--- src/rtl/fp16_pkg.sv ---
// Shared FP16 field widths, special encodings and sequencer state encoding.
package fp16_pkg;

    localparam int FP_EXP_W  = 5;
    localparam int FP_MANT_W = 11;
    localparam int FP_FRAC_W = 10;

    localparam logic [4:0]  EXP_BIAS  = 5'd15;
    localparam logic [4:0]  EXP_MAX   = 5'd31;
    localparam logic [15:0] FP16_QNAN = 16'h7E00;
    localparam logic [14:0] FP16_INF  = 15'h7C00;

    typedef enum logic [2:0] {
        IDLE,
        ALIGN,
        ADD,
        NORM,
        DONE
    } state_t;

    function automatic logic [15:0] fp16_pack(input logic                 sign,
                                              input logic [FP_EXP_W-1:0]  expo,
                                              input logic [FP_FRAC_W-1:0] frac);
        return {sign, expo, frac};
    endfunction

endpackage

--- src/rtl/mant_addsub11.sv ---
// 11-bit ripple-carry mantissa adder/subtractor; purely combinational.
// sum_add=1 selects A-B (B inverted, carry-in set), otherwise A+B.
module mant_addsub11
    import fp16_pkg::*;
(
    input  logic [FP_MANT_W-1:0] A,
    input  logic [FP_MANT_W-1:0] B,
    input  logic                 sum_add,
    output logic [FP_MANT_W-1:0] S,
    output logic                 Cout
);

    logic [FP_MANT_W-1:0] w_b_x;
    logic                 w_c;

    assign w_b_x = B ^ {FP_MANT_W{sum_add}};

    always_comb begin
        w_c = sum_add;
        S   = '0;
        for (int i = 0; i < FP_MANT_W; i++) begin
            S[i] = A[i] ^ w_b_x[i] ^ w_c;
            w_c  = (A[i] & w_b_x[i]) | (w_c & (A[i] ^ w_b_x[i]));
        end
        Cout = w_c;
    end

endmodule

--- src/rtl/fp16_add_sequencer.sv ---
// Multi-cycle FP16 add/sub (truncating, subnormals flushed) on one shared 11-bit mantissa unit.
// Latency 1 for inf/NaN operands, else 2 + align + normalize cycles; one op in flight, result held until out_ready.
module fp16_add_sequencer
    import fp16_pkg::*;
#(
    parameter int EXP_W  = FP_EXP_W,
    parameter int MANT_W = FP_MANT_W
) (
    input  logic        clk,
    input  logic        rst_n,
    input  logic        in_valid,
    output logic        in_ready,
    input  logic [15:0] a,
    input  logic [15:0] b,
    input  logic        op_sub,
    output logic        out_valid,
    input  logic        out_ready,
    output logic [15:0] result,
    output logic        flag_ovf,
    output logic        flag_unf,
    output logic        flag_nan
);

    logic [15:0]       w_b_in;
    logic [15:0]       w_big;
    logic [15:0]       w_small;
    logic              w_swap;
    logic [EXP_W-1:0]  w_big_exp;
    logic [EXP_W-1:0]  w_small_exp;
    logic              w_a_max;
    logic              w_b_max;
    logic              w_special;
    logic              w_spec_nan;
    logic [15:0]       w_spec_result;
    logic [MANT_W-1:0] w_s;
    logic              w_cout;
    logic              w_norm_lead;
    logic [MANT_W-2:0] w_norm_frac;

    state_t            r_state;
    logic              r_in_ready;
    logic              r_out_valid;
    logic [15:0]       r_result;
    logic              r_flag_ovf;
    logic              r_flag_unf;
    logic              r_flag_nan;
    logic              r_sign;
    logic              r_sub;
    logic [EXP_W-1:0]  r_exp;
    logic [EXP_W-1:0]  r_d;
    logic [MANT_W-1:0] r_ma;
    logic [MANT_W-1:0] r_mb;
    // hidden bit is known to be 0 while normalizing, so only the fraction is kept
    logic [MANT_W-2:0] r_frac;

    assign w_b_in      = {b[15] ^ op_sub, b[14:0]};
    assign w_swap      = (w_b_in[14:0] > a[14:0]);
    assign w_big       = w_swap ? w_b_in : a;
    assign w_small     = w_swap ? a : w_b_in;
    assign w_big_exp   = w_big[FP_FRAC_W +: EXP_W];
    assign w_small_exp = w_small[FP_FRAC_W +: EXP_W];

    assign w_a_max       = (a[FP_FRAC_W +: EXP_W] == EXP_MAX);
    assign w_b_max       = (b[FP_FRAC_W +: EXP_W] == EXP_MAX);
    assign w_special     = w_a_max | w_b_max;
    assign w_spec_nan    = (w_a_max && (a[FP_FRAC_W-1:0] != '0))
                         || (w_b_max && (b[FP_FRAC_W-1:0] != '0))
                         || (w_a_max && w_b_max && (a[15] != w_b_in[15]));
    assign w_spec_result = w_spec_nan ? FP16_QNAN
                         : (w_a_max ? {a[15], FP16_INF} : {w_b_in[15], FP16_INF});

    assign w_norm_lead = r_frac[MANT_W-2];
    assign w_norm_frac = {r_frac[MANT_W-3:0], 1'b0};

    mant_addsub11 u_mant_addsub (
        .A       (r_ma),
        .B       (r_mb),
        .sum_add (r_sub),
        .S       (w_s),
        .Cout    (w_cout)
    );

    always_ff @(posedge clk or negedge rst_n) begin
        if (!rst_n) begin
            r_state     <= IDLE;
            r_in_ready  <= 1'b1;
            r_out_valid <= 1'b0;
            r_result    <= '0;
            r_flag_ovf  <= 1'b0;
            r_flag_unf  <= 1'b0;
            r_flag_nan  <= 1'b0;
            r_sign      <= 1'b0;
            r_sub       <= 1'b0;
            r_exp       <= '0;
            r_d         <= '0;
            r_ma        <= '0;
            r_mb        <= '0;
            r_frac      <= '0;
        end else begin
            case (r_state)
                IDLE: begin
                    if (in_valid && r_in_ready) begin
                        r_in_ready <= 1'b0;
                        r_flag_ovf <= 1'b0;
                        r_flag_unf <= 1'b0;
                        r_flag_nan <= 1'b0;
                        if (w_special) begin
                            r_result    <= w_spec_result;
                            r_flag_nan  <= w_spec_nan;
                            r_out_valid <= 1'b1;
                            r_state     <= DONE;
                        end else begin
                            r_sign  <= w_big[15];
                            r_sub   <= w_big[15] ^ w_small[15];
                            r_exp   <= w_big_exp;
                            r_d     <= w_big_exp - w_small_exp;
                            r_ma    <= {w_big_exp != '0, w_big[FP_FRAC_W-1:0]};
                            r_mb    <= {w_small_exp != '0, w_small[FP_FRAC_W-1:0]};
                            r_state <= ALIGN;
                        end
                    end
                end
                ALIGN: begin
                    if (r_d == '0 || r_mb == '0) begin
                        r_state <= ADD;
                    end else if (r_d >= 5'd11) begin
                        r_mb    <= '0;
                        r_state <= ADD;
                    end else begin
                        r_mb <= r_mb >> 1;
                        r_d  <= r_d - 5'd1;
                        if (r_d == 5'd1) begin
                            r_state <= ADD;
                        end
                    end
                end
                ADD: begin
                    r_frac <= w_s[MANT_W-2:0];
                    if (!r_sub && w_cout) begin
                        if (r_exp == EXP_MAX - 5'd1) begin
                            r_result   <= {r_sign, FP16_INF};
                            r_flag_ovf <= 1'b1;
                        end else begin
                            r_exp    <= r_exp + 5'd1;
                            r_result <= fp16_pack(r_sign, r_exp + 5'd1, w_s[MANT_W-1:1]);
                        end
                        r_out_valid <= 1'b1;
                        r_state     <= DONE;
                    end else if (w_s == '0) begin
                        // exact cancellation is +0; a plain add only reaches here for 0+0
                        r_result    <= {r_sign & ~r_sub, 15'h0};
                        r_out_valid <= 1'b1;
                        r_state     <= DONE;
                    end else if (w_s[MANT_W-1]) begin
                        r_result    <= fp16_pack(r_sign, r_exp, w_s[MANT_W-2:0]);
                        r_out_valid <= 1'b1;
                        r_state     <= DONE;
                    end else begin
                        r_state <= NORM;
                    end
                end
                NORM: begin
                    if (r_exp <= 5'd1) begin
                        r_result    <= {r_sign, 15'h0};
                        r_flag_unf  <= 1'b1;
                        r_out_valid <= 1'b1;
                        r_state     <= DONE;
                    end else begin
                        r_frac <= w_norm_frac;
                        r_exp  <= r_exp - 5'd1;
                        if (w_norm_lead) begin
                            r_result    <= fp16_pack(r_sign, r_exp - 5'd1, w_norm_frac);
                            r_out_valid <= 1'b1;
                            r_state     <= DONE;
                        end else if (r_exp == 5'd2) begin
                            r_result    <= {r_sign, 15'h0};
                            r_flag_unf  <= 1'b1;
                            r_out_valid <= 1'b1;
                            r_state     <= DONE;
                        end
                    end
                end
                DONE: begin
                    if (out_ready) begin
                        r_out_valid <= 1'b0;
                        r_in_ready  <= 1'b1;
                        r_state     <= IDLE;
                    end
                end
                default: begin
                    r_state <= IDLE;
                end
            endcase
        end
    end

    assign in_ready  = r_in_ready;
    assign out_valid = r_out_valid;
    assign result    = r_result;
    assign flag_ovf  = r_flag_ovf;
    assign flag_unf  = r_flag_unf;
    assign flag_nan  = r_flag_nan;

endmodule

--- config.mk ---
export PLATFORM = sky130hd
export DESIGN_NAME = fp16_add_sequencer
export DESIGN_NICKNAME = d
export VERILOG_FILES = /design/src/rtl/fp16_pkg.sv /design/src/rtl/mant_addsub11.sv /design/src/rtl/fp16_add_sequencer.sv
export SDC_FILE = /design/constraint.sdc
export NUM_CORES = 1
export LEC_CHECK = 0
export CAP_MARGIN = 20
export CORE_ASPECT_RATIO = 0.75
export CORE_MARGIN = 4
export CORE_UTILIZATION = 40
export DETAILED_ROUTE_END_ITERATION = 10
export PLACE_DENSITY_LB_ADDON = 0.05
export SLEW_MARGIN = 25
export SYNTH_ARGS = -nofsm -noshare
export SYNTH_HDL_FRONTEND = slang
export SYNTH_SLANG_ARGS = --single-unit
--- constraint.sdc ---
create_clock -name clk -period 11.1 [get_ports clk]
set_input_delay 2.22 -clock clk [delete_from_list [all_inputs] [get_ports clk]]
set_output_delay 2.22 -clock clk [all_outputs]
set_load 0.005 [all_outputs]
==> results.toml <==
[clock_tree]
tritoncts = "built"
cts_buffers = 9
cts_root_buf = "clkbuf_16"
cts_resized = 0
post_cts_buffers = 0
cts_hold_buf = 0
cts.clk_slew.worst_paths_ns = 0.06
clock_sinks = 68
clk_latency_ns = 0.33
htreeDepth = 3
cts_buffer_depth = 2

[final_layout]
antennaDiodeCount = 0
stdcell_area_um2 = 6050
multi_input_area_um2 = 3070
drive_gt1_frac = 0.0820
finalNetCount = 700
synthToLayoutAreaGrowth_pct = 19.7
seq_area_um2 = 1700
fill_cells = 1194

[pwr]
power.switching_mw = 0.703
pwr-share-seq = 0.284
pwr-share-comb = 0.530
ir_drop_uv = 139
switching_share = 0.429
p_int_mw = 0.936
finalPower_mw = 1.64
power_density_nw_per_um2 = 271
clockPowerShare = 0.186
power_leakage_nw = 2.65

[route]
num_vias = 4517
antenna_left = 0
wl_per_cell_um = 17.1
routed_wl_um = 13700
firstDrtPassIters = 5
avgViaCountPerCell = 5.65
drc = 0
drt-initial-drc-count = 267

[synth]
synth_xor_area_frac = 0.0312
synth_top_family_by_area = "compound AO/OA/AOI/OAI gates"
synth_common_cells = "70 x nand2_1, 67 x dfrtp_1, 51 x nor2_1, 47 x a21oi_1, 44 x o21ai_0"
synth_compound_area_frac = 0.203
synthFlopType = "dfrtp_1"
yosysSeqAreaShare = 0.337
synth_seq_cells = 68
ys_async_sr_fraction = 1.00
synth_edf_count = 0
synth_top_area_share = 0.332
ys_warn_count = 0
synth_area_leaders = "dfrtp_1 33%, ha_1 5.9%, nand2_1 5.2%"
synth_area_um2 = 5060
synth_adder_area_share = 0.0990
yosysMostFrequentCell = "nand2_1"
yosys.area.top_type = "dfrtp_1"
synthSimpleGateAreaFrac = 0.185
avgSynthCellArea_um2 = 8.60
synth_nets = 659
synthMuxAreaShare = 0.0886
yosysUniqueCellTypes = 62
synth_cells = 588

[global_routing]
grt_max_degree = 69
grtUsageTotal = 0.197
antenna_found_initial = 0
grt_pass1_vias = 4462
grt_pass1_wl_um = 22700
grt_overflow_total = 0

[setup_path]
crit_type = "flip-flop to flip-flop"
critPathCaptureType = "flip-flop"
critical-path-max-stage-delay_ns = 0.95
cp.arrival_ns = 7.14
worstPathRequired_ns = 11.31
path_cells = "inv_1 -> o21ai_0 -> fa_1 -> fa_1 -> fa_1 -> inv_1 -> fa_1 -> inv_1 -> fa_1 -> inv_1 -> fa_1 -> fa_1 -> fa_1 -> fa_1 -> fa_1 -> nand2_1 -> or4_4 -> nand3_2 -> o21a_1 -> nor3_1 -> or4_1 -> mux2_4"
critPathMaxFanout = 17
start_kind = "flip-flop"
rrSetupSlack_ns = 4.17
slowest_stage = "or4_1"
cp_common_cell = "fa_1"

[sta]
finalCriticalPeriod_ns = 6.93
relSlewSlack = 0.392
fmax_mhz = 144
period_share = 0.625
setup_ws_ns = 4.17
slew_violations = 0
rsz0062_at_grt = "false"
final_hold_viol_count = 0
setup-tns-final_ns = 0
finalClockSkew_ns = 0.00702
tightestPinTransition_ns = 0.912
setup_viol_count_final = 0

[place]
pre_cts_ws_ns = 4.21
hpwl_um = 10400
port_buffers = 57
place_area_um2 = 5730
place.gp.congestion = 0.869

[floorplanning]
rows = 35
initial_core_util = 0.411
die_area_um2 = 14500
pin_count = 58
coreArea_um2 = 12300
die_height_um = 105
die_w_um = 138

[min_path]
min_path_type = "flip-flop to flip-flop"

[run]
maxCapViolCount = 0

[outcome]
status = "finished, final reports clean"
metrics by stage:
stage                util  hold WS [ns]  cells
CTS                 0.492         0.487    800
detailed placement  0.466         0.474    784
finish              0.492         0.483    800
floorplan               -         0.444    588
global route        0.492         0.519    800
global placement    0.466         0.472    784
per-layer routing:
layer | vias up | global-route usage | routed length, um | part of all wire
li1 | 2193 | - | - | -
met1 | 2198 | 0.284 | 6670 | 0.49
met2 | 112 | 0.299 | 6260 | 0.46
met3 | 14 | 0.0429 | 585 | 0.043
met4 | 0 | 0.0508 | 151 | 0.011
met5 | - | 0 | 0 | 0
critical path: cells and delay by family (launching register included):
kind / cells / cell delay [ns]
AO/OA/AOI/OAI: 2 / 0.34
adder cells (fa/ha/maj): 10 / 3.25
buffers and inverters: 4 / 0.30
flip-flops: 1 / 0.70
multiplexers: 1 / 0.45
AND/OR/NAND/NOR: 5 / 1.77
layout by cell type (no fill, tap or decap), drive strengths merged, types with 4 or more instances in the layout:
cell,count
mux2i,20
fa,10
a22o,5
nand3,15
nor3,13
a22oi,4
ha,24
dfrtp,67
nand2,70
xnor2,7
a21oi,47
buf,8
clkbuf,11
inv,35
clkdlybuf4s50,56
nor2,51
nor4,9
o221ai,13
o21ai,45
mux2,19
o31ai,5
nand2b,6
xor2,11
o22ai,5
a31oi,5
or4,4
nand4,7
a211oi,5
registers in the layout (all words and copies together) (netlist names):
signal and cells:
result 16, flag_unf 1, r_ma 11, r_state 3, out_valid 1, in_ready 1
r_exp 5, flag_ovf 1, r_sign 1, r_mb 11, r_sub 1, flag_nan 1
r_frac 10, r_d 5
cell families (layout without fill, tap and decap cells):
family          Yosys count  count (layout)
compound gates          162             162
fa+ha+maj                34              34
simple gates            198             198
mux                      39              39
xor+xnor                 18              18
flops                    68              68
buf+inv                  69             115
path summary, 6_finish.rpt:
check,startpoint,end,cells past startpoint
worst min-delay path,r_ma[7],r_ma[7],2
min in group asynchronous,rst_n,r_d[3],2
max in group asynchronous,rst_n,flag_unf,2
worst max-delay path,r_sub,result[9],22
worst min register to register,r_ma[7],r_ma[7],2
worst max register to register,r_sub,result[9],22
power by group through the flow:
stage	Sequential, mW	Clock (mW)	Combinational, mW
floorplan	0.421	0	0.647
global placement	0.465	0	0.861
detailed placement	0.468	0	0.864
CTS	0.465	0.313	0.869
global route	0.483	0.324	0.978
finish	0.465	0.305	0.869
final cells by class:
type,count,area share
inverters,35,0.0217
flip-flops and latches,68,0.281
clock inverters,5,0.0124
multi-input cells,451,0.508
clock buffers,11,0.0401
well taps,166,0.0343
repair buffers,64,0.102
Note: power is estimated with default switching activity, not from simulation.
